**config.mk**
```make
export PLATFORM = sky130hd
export DESIGN_NAME = seven_seg_scan_ctrl
export DESIGN_NICKNAME = d
export VERILOG_FILES = /design/src/rtl/seven_seg_scan_ctrl.sv
export SDC_FILE = /design/constraint.sdc
export NUM_CORES = 1
export LEC_CHECK = 0
export CORE_MARGIN = 3
export CORE_UTILIZATION = 40
export DETAILED_ROUTE_END_ITERATION = 16
export SLEW_MARGIN = 15
export SYNTH_ARGS = -nofsm -noshare
export SYNTH_HDL_FRONTEND = slang
export SYNTH_SLANG_ARGS = --single-unit
```
**constraint.sdc**
```tcl
create_clock -name clk -period 2.4 [get_ports clk]
set_input_delay 0.36 -clock clk [delete_from_list [all_inputs] [get_ports clk]]
set_output_delay 0.36 -clock clk [all_outputs]
set_load 0.05 [all_outputs]
```
**src/rtl/seven_seg_scan_ctrl.sv**
```systemverilog
// Multiplexed seven-segment front end: sequential double-dabble binary-to-BCD
// conversion, then a free-running digit scan feeding one shared BCD decoder.
module seven_seg_scan_ctrl #(
  parameter int NUM_DIGITS  = 4,
  parameter int VAL_W       = 14,
  parameter int REFRESH_DIV = 50000
) (
  input  logic                  clk,
  input  logic                  rst,
  input  logic [VAL_W-1:0]      value_in,
  input  logic                  load,
  input  logic                  blank_en,
  output logic                  busy,
  output logic                  done,
  output logic                  overflow,
  output logic [3:0]            bcd_out,
  output logic [NUM_DIGITS-1:0] digit_en
);
  localparam int BCD_W = 4 * NUM_DIGITS;
  localparam int CNT_W = $clog2(VAL_W + 1);
  localparam int REF_W = $clog2(REFRESH_DIV);
  localparam int IDX_W = (NUM_DIGITS > 1) ? $clog2(NUM_DIGITS) : 1;
  localparam logic [63:0] MAX_VAL = 64'(10 ** NUM_DIGITS - 1);

  typedef enum logic [1:0] {IDLE, CONVERT, COMMIT} state_t;

  state_t                state_q, state_d;
  logic [VAL_W-1:0]      bin_q, bin_d;
  logic [BCD_W-1:0]      bcd_q, bcd_d;
  logic [CNT_W-1:0]      cnt_q, cnt_d;
  logic                  sat_q, sat_d;
  logic [BCD_W-1:0]      digit_q, digit_d;
  logic                  ovf_q, ovf_d;

  logic [REF_W-1:0]      ref_q, ref_d;
  logic [IDX_W-1:0]      idx_q, idx_d;
  logic [3:0]            bcd_out_q;
  logic [NUM_DIGITS-1:0] en_q, en_d;

  logic [BCD_W-1:0]      bcd_adj;
  logic [NUM_DIGITS:0]   zero_from;
  logic                  blank;

  // zero_from[k]: digit k and every digit above it are zero
  assign zero_from[NUM_DIGITS] = 1'b1;
  for (genvar gi = 0; gi < NUM_DIGITS; gi++) begin : g_digit
    assign bcd_adj[4*gi +: 4] = (bcd_q[4*gi +: 4] >= 4'd5) ? bcd_q[4*gi +: 4] + 4'd3
                                                           : bcd_q[4*gi +: 4];
    assign zero_from[gi] = zero_from[gi+1] & (digit_q[4*gi +: 4] == 4'd0);
  end

  always_ff @(posedge clk or posedge rst) begin
    if (rst) begin
      state_q <= IDLE;
      bin_q   <= '0;
      bcd_q   <= '0;
      cnt_q   <= '0;
      sat_q   <= 1'b0;
      digit_q <= '0;
      ovf_q   <= 1'b0;
    end else begin
      state_q <= state_d;
      bin_q   <= bin_d;
      bcd_q   <= bcd_d;
      cnt_q   <= cnt_d;
      sat_q   <= sat_d;
      digit_q <= digit_d;
      ovf_q   <= ovf_d;
    end
  end

  always_comb begin
    state_d = state_q;
    bin_d   = bin_q;
    bcd_d   = bcd_q;
    cnt_d   = cnt_q;
    sat_d   = sat_q;
    digit_d = digit_q;
    ovf_d   = ovf_q;
    case (state_q)
      IDLE: begin
        if (load) begin
          bin_d   = value_in;
          bcd_d   = '0;
          cnt_d   = '0;
          sat_d   = 64'(value_in) > MAX_VAL;
          state_d = CONVERT;
        end
      end
      CONVERT: begin
        {bcd_d, bin_d} = {bcd_adj[BCD_W-2:0], bin_q, 1'b0};
        cnt_d          = cnt_q + CNT_W'(1);
        if (cnt_q == CNT_W'(VAL_W - 1)) state_d = COMMIT;
      end
      COMMIT: begin
        digit_d = sat_q ? {NUM_DIGITS{4'd9}} : bcd_q;
        ovf_d   = sat_q;
        state_d = IDLE;
      end
      default: state_d = IDLE;
    endcase
  end

  assign busy     = (state_q != IDLE);
  assign done     = (state_q == COMMIT);
  assign overflow = ovf_q;

  // Scan runs regardless of conversion activity; output stage is one cycle behind idx_q
  always_comb begin
    ref_d = ref_q + REF_W'(1);
    idx_d = idx_q;
    if (ref_q == REF_W'(REFRESH_DIV - 1)) begin
      ref_d = '0;
      idx_d = (idx_q == IDX_W'(NUM_DIGITS - 1)) ? '0 : idx_q + IDX_W'(1);
    end
    blank = blank_en && (idx_q != '0) && zero_from[idx_q];
    en_d  = blank ? '1 : ~(NUM_DIGITS'(1) << idx_q);
  end

  always_ff @(posedge clk or posedge rst) begin
    if (rst) begin
      ref_q     <= '0;
      idx_q     <= '0;
      bcd_out_q <= 4'd0;
      en_q      <= ~NUM_DIGITS'(1);
    end else begin
      ref_q     <= ref_d;
      idx_q     <= idx_d;
      bcd_out_q <= digit_q[4*idx_q +: 4];
      en_q      <= en_d;
    end
  end

  assign bcd_out  = bcd_out_q;
  assign digit_en = en_q;

endmodule
```
==> impl_metrics.yaml <==
status:
  status: "completed"
sta:
  final.setup.tns_ns: 0
  worstMarginPinSlew_ns: 0.636
  fin_crit_sh: 0.882
  drv_slew: 0
  grt_setup_unrepaired: "no"
  fin_skew_ns: 0.00852
  slew_headroom: 0.576
  finalHoldViolCount: 0
  fmaxAchievable_ghz: 0.473
  finalSetupViolations: 0
  fin_crit_ns: 2.12
pwr:
  p_seq_frac: 0.430
  p_sw_frac: 0.362
  ir_drop_uv: 754
  pwr-share-clk: 0.222
  leakage_nw: 1.96
  netSwitchingPower_mw: 1.79
  power.internal_mw: 3.16
  p_per_area_nw_per_um2: 1100
  combinationalPowerShare: 0.348
detailed_routing:
  vias: 2702
  via_per_inst: 5.05
  drtPass1Iterations: 4
  first_iter_violations: 92
  wl_per_cell_um: 13.2
  drc_errors: 0
  routed_wl_mm: 7.08
  ant_nets: 0
synth:
  ys_async_sr_fraction: 1.00
  yosysMostFrequentCell: "dfrtp_1"
  yosys.area.top_type_share: 0.507
  yosys-top-cells-count: "dfrtp_1 (77), nor2_1 (48), o21ai_0 (35), nand2_1 (25), nand3_1 (25)"
  ys_warn_count: 0
  syn_area_um2: 3800
  synthTopCellsByArea: "dfrtp_1 (51%), ha_1 (5.3%), nor2_1 (4.7%)"
  synth-main-ff-cell: "dfrtp_1"
  synth_top_area_cell: "dfrtp_1"
  ys_types: 43
  syn_inst: 375
  synth_edf_count: 0
  yosysSeqAreaShare: 0.528
  ys_seq_elements: 80
  syn_area_per_cell_um2: 10.1
  syn-num-nets: 409
global_route:
  overflow: 0
  grt_start_max_net_pins: 35
  grt_first_pass_wirelength_mm: 12.4
  antenna_found_initial: 0
  grt.total_usage: 0.148
  grt_pass1_vias: 2570
floorplan:
  fp-row-count: 34
  dieArea_um2: 10700
  start_util: 0.423
  pin_count: 29
  die_h_um: 103
  fp.dieW_um: 103
  fp.coreArea_um2: 8980
critical_path:
  critPathRequiredTime_ns: 2.04
  cp.arrival_ns: 1.76
  crit_start: "state_q[1]"
  rrSetupSlack_ns: 0.52
  r2r_start: "ref_q[5]"
  worstSetupPathType: "flip-flop to primary output"
  worst-path-max-fanout: 5
  crit_end: "busy"
  startpoint_type: "flip-flop"
  r2r-end: "ref_q[3]"
  crit_path_end_kind: "primary output"
  r2r_cells: 4
layout:
  drive_gt1_frac: 0.110
  multi_input_area_um2: 1640
  fillers: 827
  area_growth_pct: 18.0
  antenna_cells: 0
  layout.nets: 438
  fin_util: 0.499
  seqCellArea_um2: 2010
worst_hold_path:
  hold_path.class: "input port to asynchronous set/reset pin"
run:
  maxCapViolCount: 0
cts:
  clkLatencyLatePin_ns: 0.35
  cts_tree: "done"
  cts-buffers-inserted: 9
  clk_pin_slew_worst_paths_ns: 0.08
  cts_hold_buf: 0
  cts_resized: 0
  post_cts_buffers: 0
  clock_path_buffers: 2
  h-tree-depth: 3
  cts.sinks: 80
  clk_root_buffer_cell: "clkbuf_8"
placed_design:
  place_hpwl_mm: 5.04
  portBuffers: 28
  gp_congestion: 0.771
## cells in the final DEF (no fill, tap or decap), types with 2 or more instances in the layout
cell / instances
nor2b_1: 2
nor2_1: 48
ha_1: 16
xor2_1: 6
inv_1: 19
o22ai_1: 12
dfrtp_1: 77
mux4_2: 4
nor3b_1: 4
o31ai_1: 9
clkdlybuf4s50_1: 27
and3_1: 2
nand2b_1: 13
nand4_1: 5
xnor2_1: 10
nand2_1: 25
buf_4: 7
buf_12: 3
a21oi_1: 9
dfstp_2: 3
a32o_1: 4
mux2_2: 5
nand3_1: 25
nor3_1: 2
nor4_1: 4
clkbuf_8: 10
o21ai_0: 35
clkinv_2: 2
bufinv_16: 2
## state kept, by name, summed over array words and instances, names as in the netlist
name      flops
state_q       2
digit_en      4
idx_q         2
overflow      1
bcd_out       4
ref_q        16
sat_q         1
bin_q        14
cnt_q         4
digit_q      16
bcd_q        16
## per-layer routing
metal  track usage  wire, um  share of wire  vias to the layer above
li1              -         -              -                     1361
met1         0.203      3430           0.48                     1283
met2         0.228      3250           0.46                       44
met3        0.0268       250          0.035                       14
met4        0.0687       150          0.021                        0
met5             0         0              0                        -
## worst min-delay path by stage
stage,start,endpoint,slack (ns),cells after the start
after detailed placement,bin_q[12],bin_q[13],0.48,2
after floorplan,cnt_q[3],cnt_q[3],0.45,1
after global routing,rst,digit_q[0],0.46,2
after global placement,bin_q[12],bin_q[13],0.47,2
final,rst,digit_q[0],0.42,2
after CTS,rst,digit_q[0],0.43,2
## critical path, cell delays in order (launching register included)
cell	delay (ns)
dfrtp_1	0.42
or2_2	0.29
clkdlybuf4s50_1	0.70
## per-stage QoR
| step | total power [mW] | worst slack (ns) | area (um^2) | hold slack (ns) | instances |
|---|---|---|---|---|---|
| 2_1_floorplan | 3.40 | 0.656 | 3800 | 0.449 | 375 |
| 5_1_grt | 5.36 | 0.230 | 4480 | 0.465 | 535 |
| 6_report | 4.95 | 0.284 | 4480 | 0.422 | 535 |
| 3_5_place_dp | 3.91 | 0.439 | 4260 | 0.479 | 519 |
| 3_3_place_gp | 3.83 | 0.439 | 4260 | 0.470 | 519 |
| 4_1_cts | 5.02 | 0.265 | 4480 | 0.429 | 535 |
## cells by family after synthesis
logic type               count (synthesis)  synth area share
AND/OR/NAND/NOR                        140             0.184
multiplexers                             9            0.0386
AO/OA/AOI/OAI                           75             0.118
flip-flops                              80             0.528
XOR/XNOR                                16            0.0369
buffers and inverters                   39            0.0412
adder cells (fa/ha/maj)                 16            0.0527
## area by class of cell
type / count / share of cell area
Timing Repair Buffer: 37 / 0.0855
Inverter: 20 / 0.0176
Tap cell: 126 / 0.0352
Clock inverter: 5 / 0.0176
Sequential cell: 80 / 0.448
Clock buffer: 11 / 0.0316
Multi-Input combinational cell: 256 / 0.365
## power groups by stage
stage | Sequential [mW] | Clock (mW) | Combinational, mW
global route | 2.20 | 1.19 | 1.97
finish | 2.13 | 1.10 | 1.72
detailed placement | 2.16 | 0 | 1.75
CTS | 2.13 | 1.13 | 1.75
floorplan | 2.12 | 0 | 1.28
global placement | 2.14 | 0 | 1.69
Power figures use the tool's default switching activity.
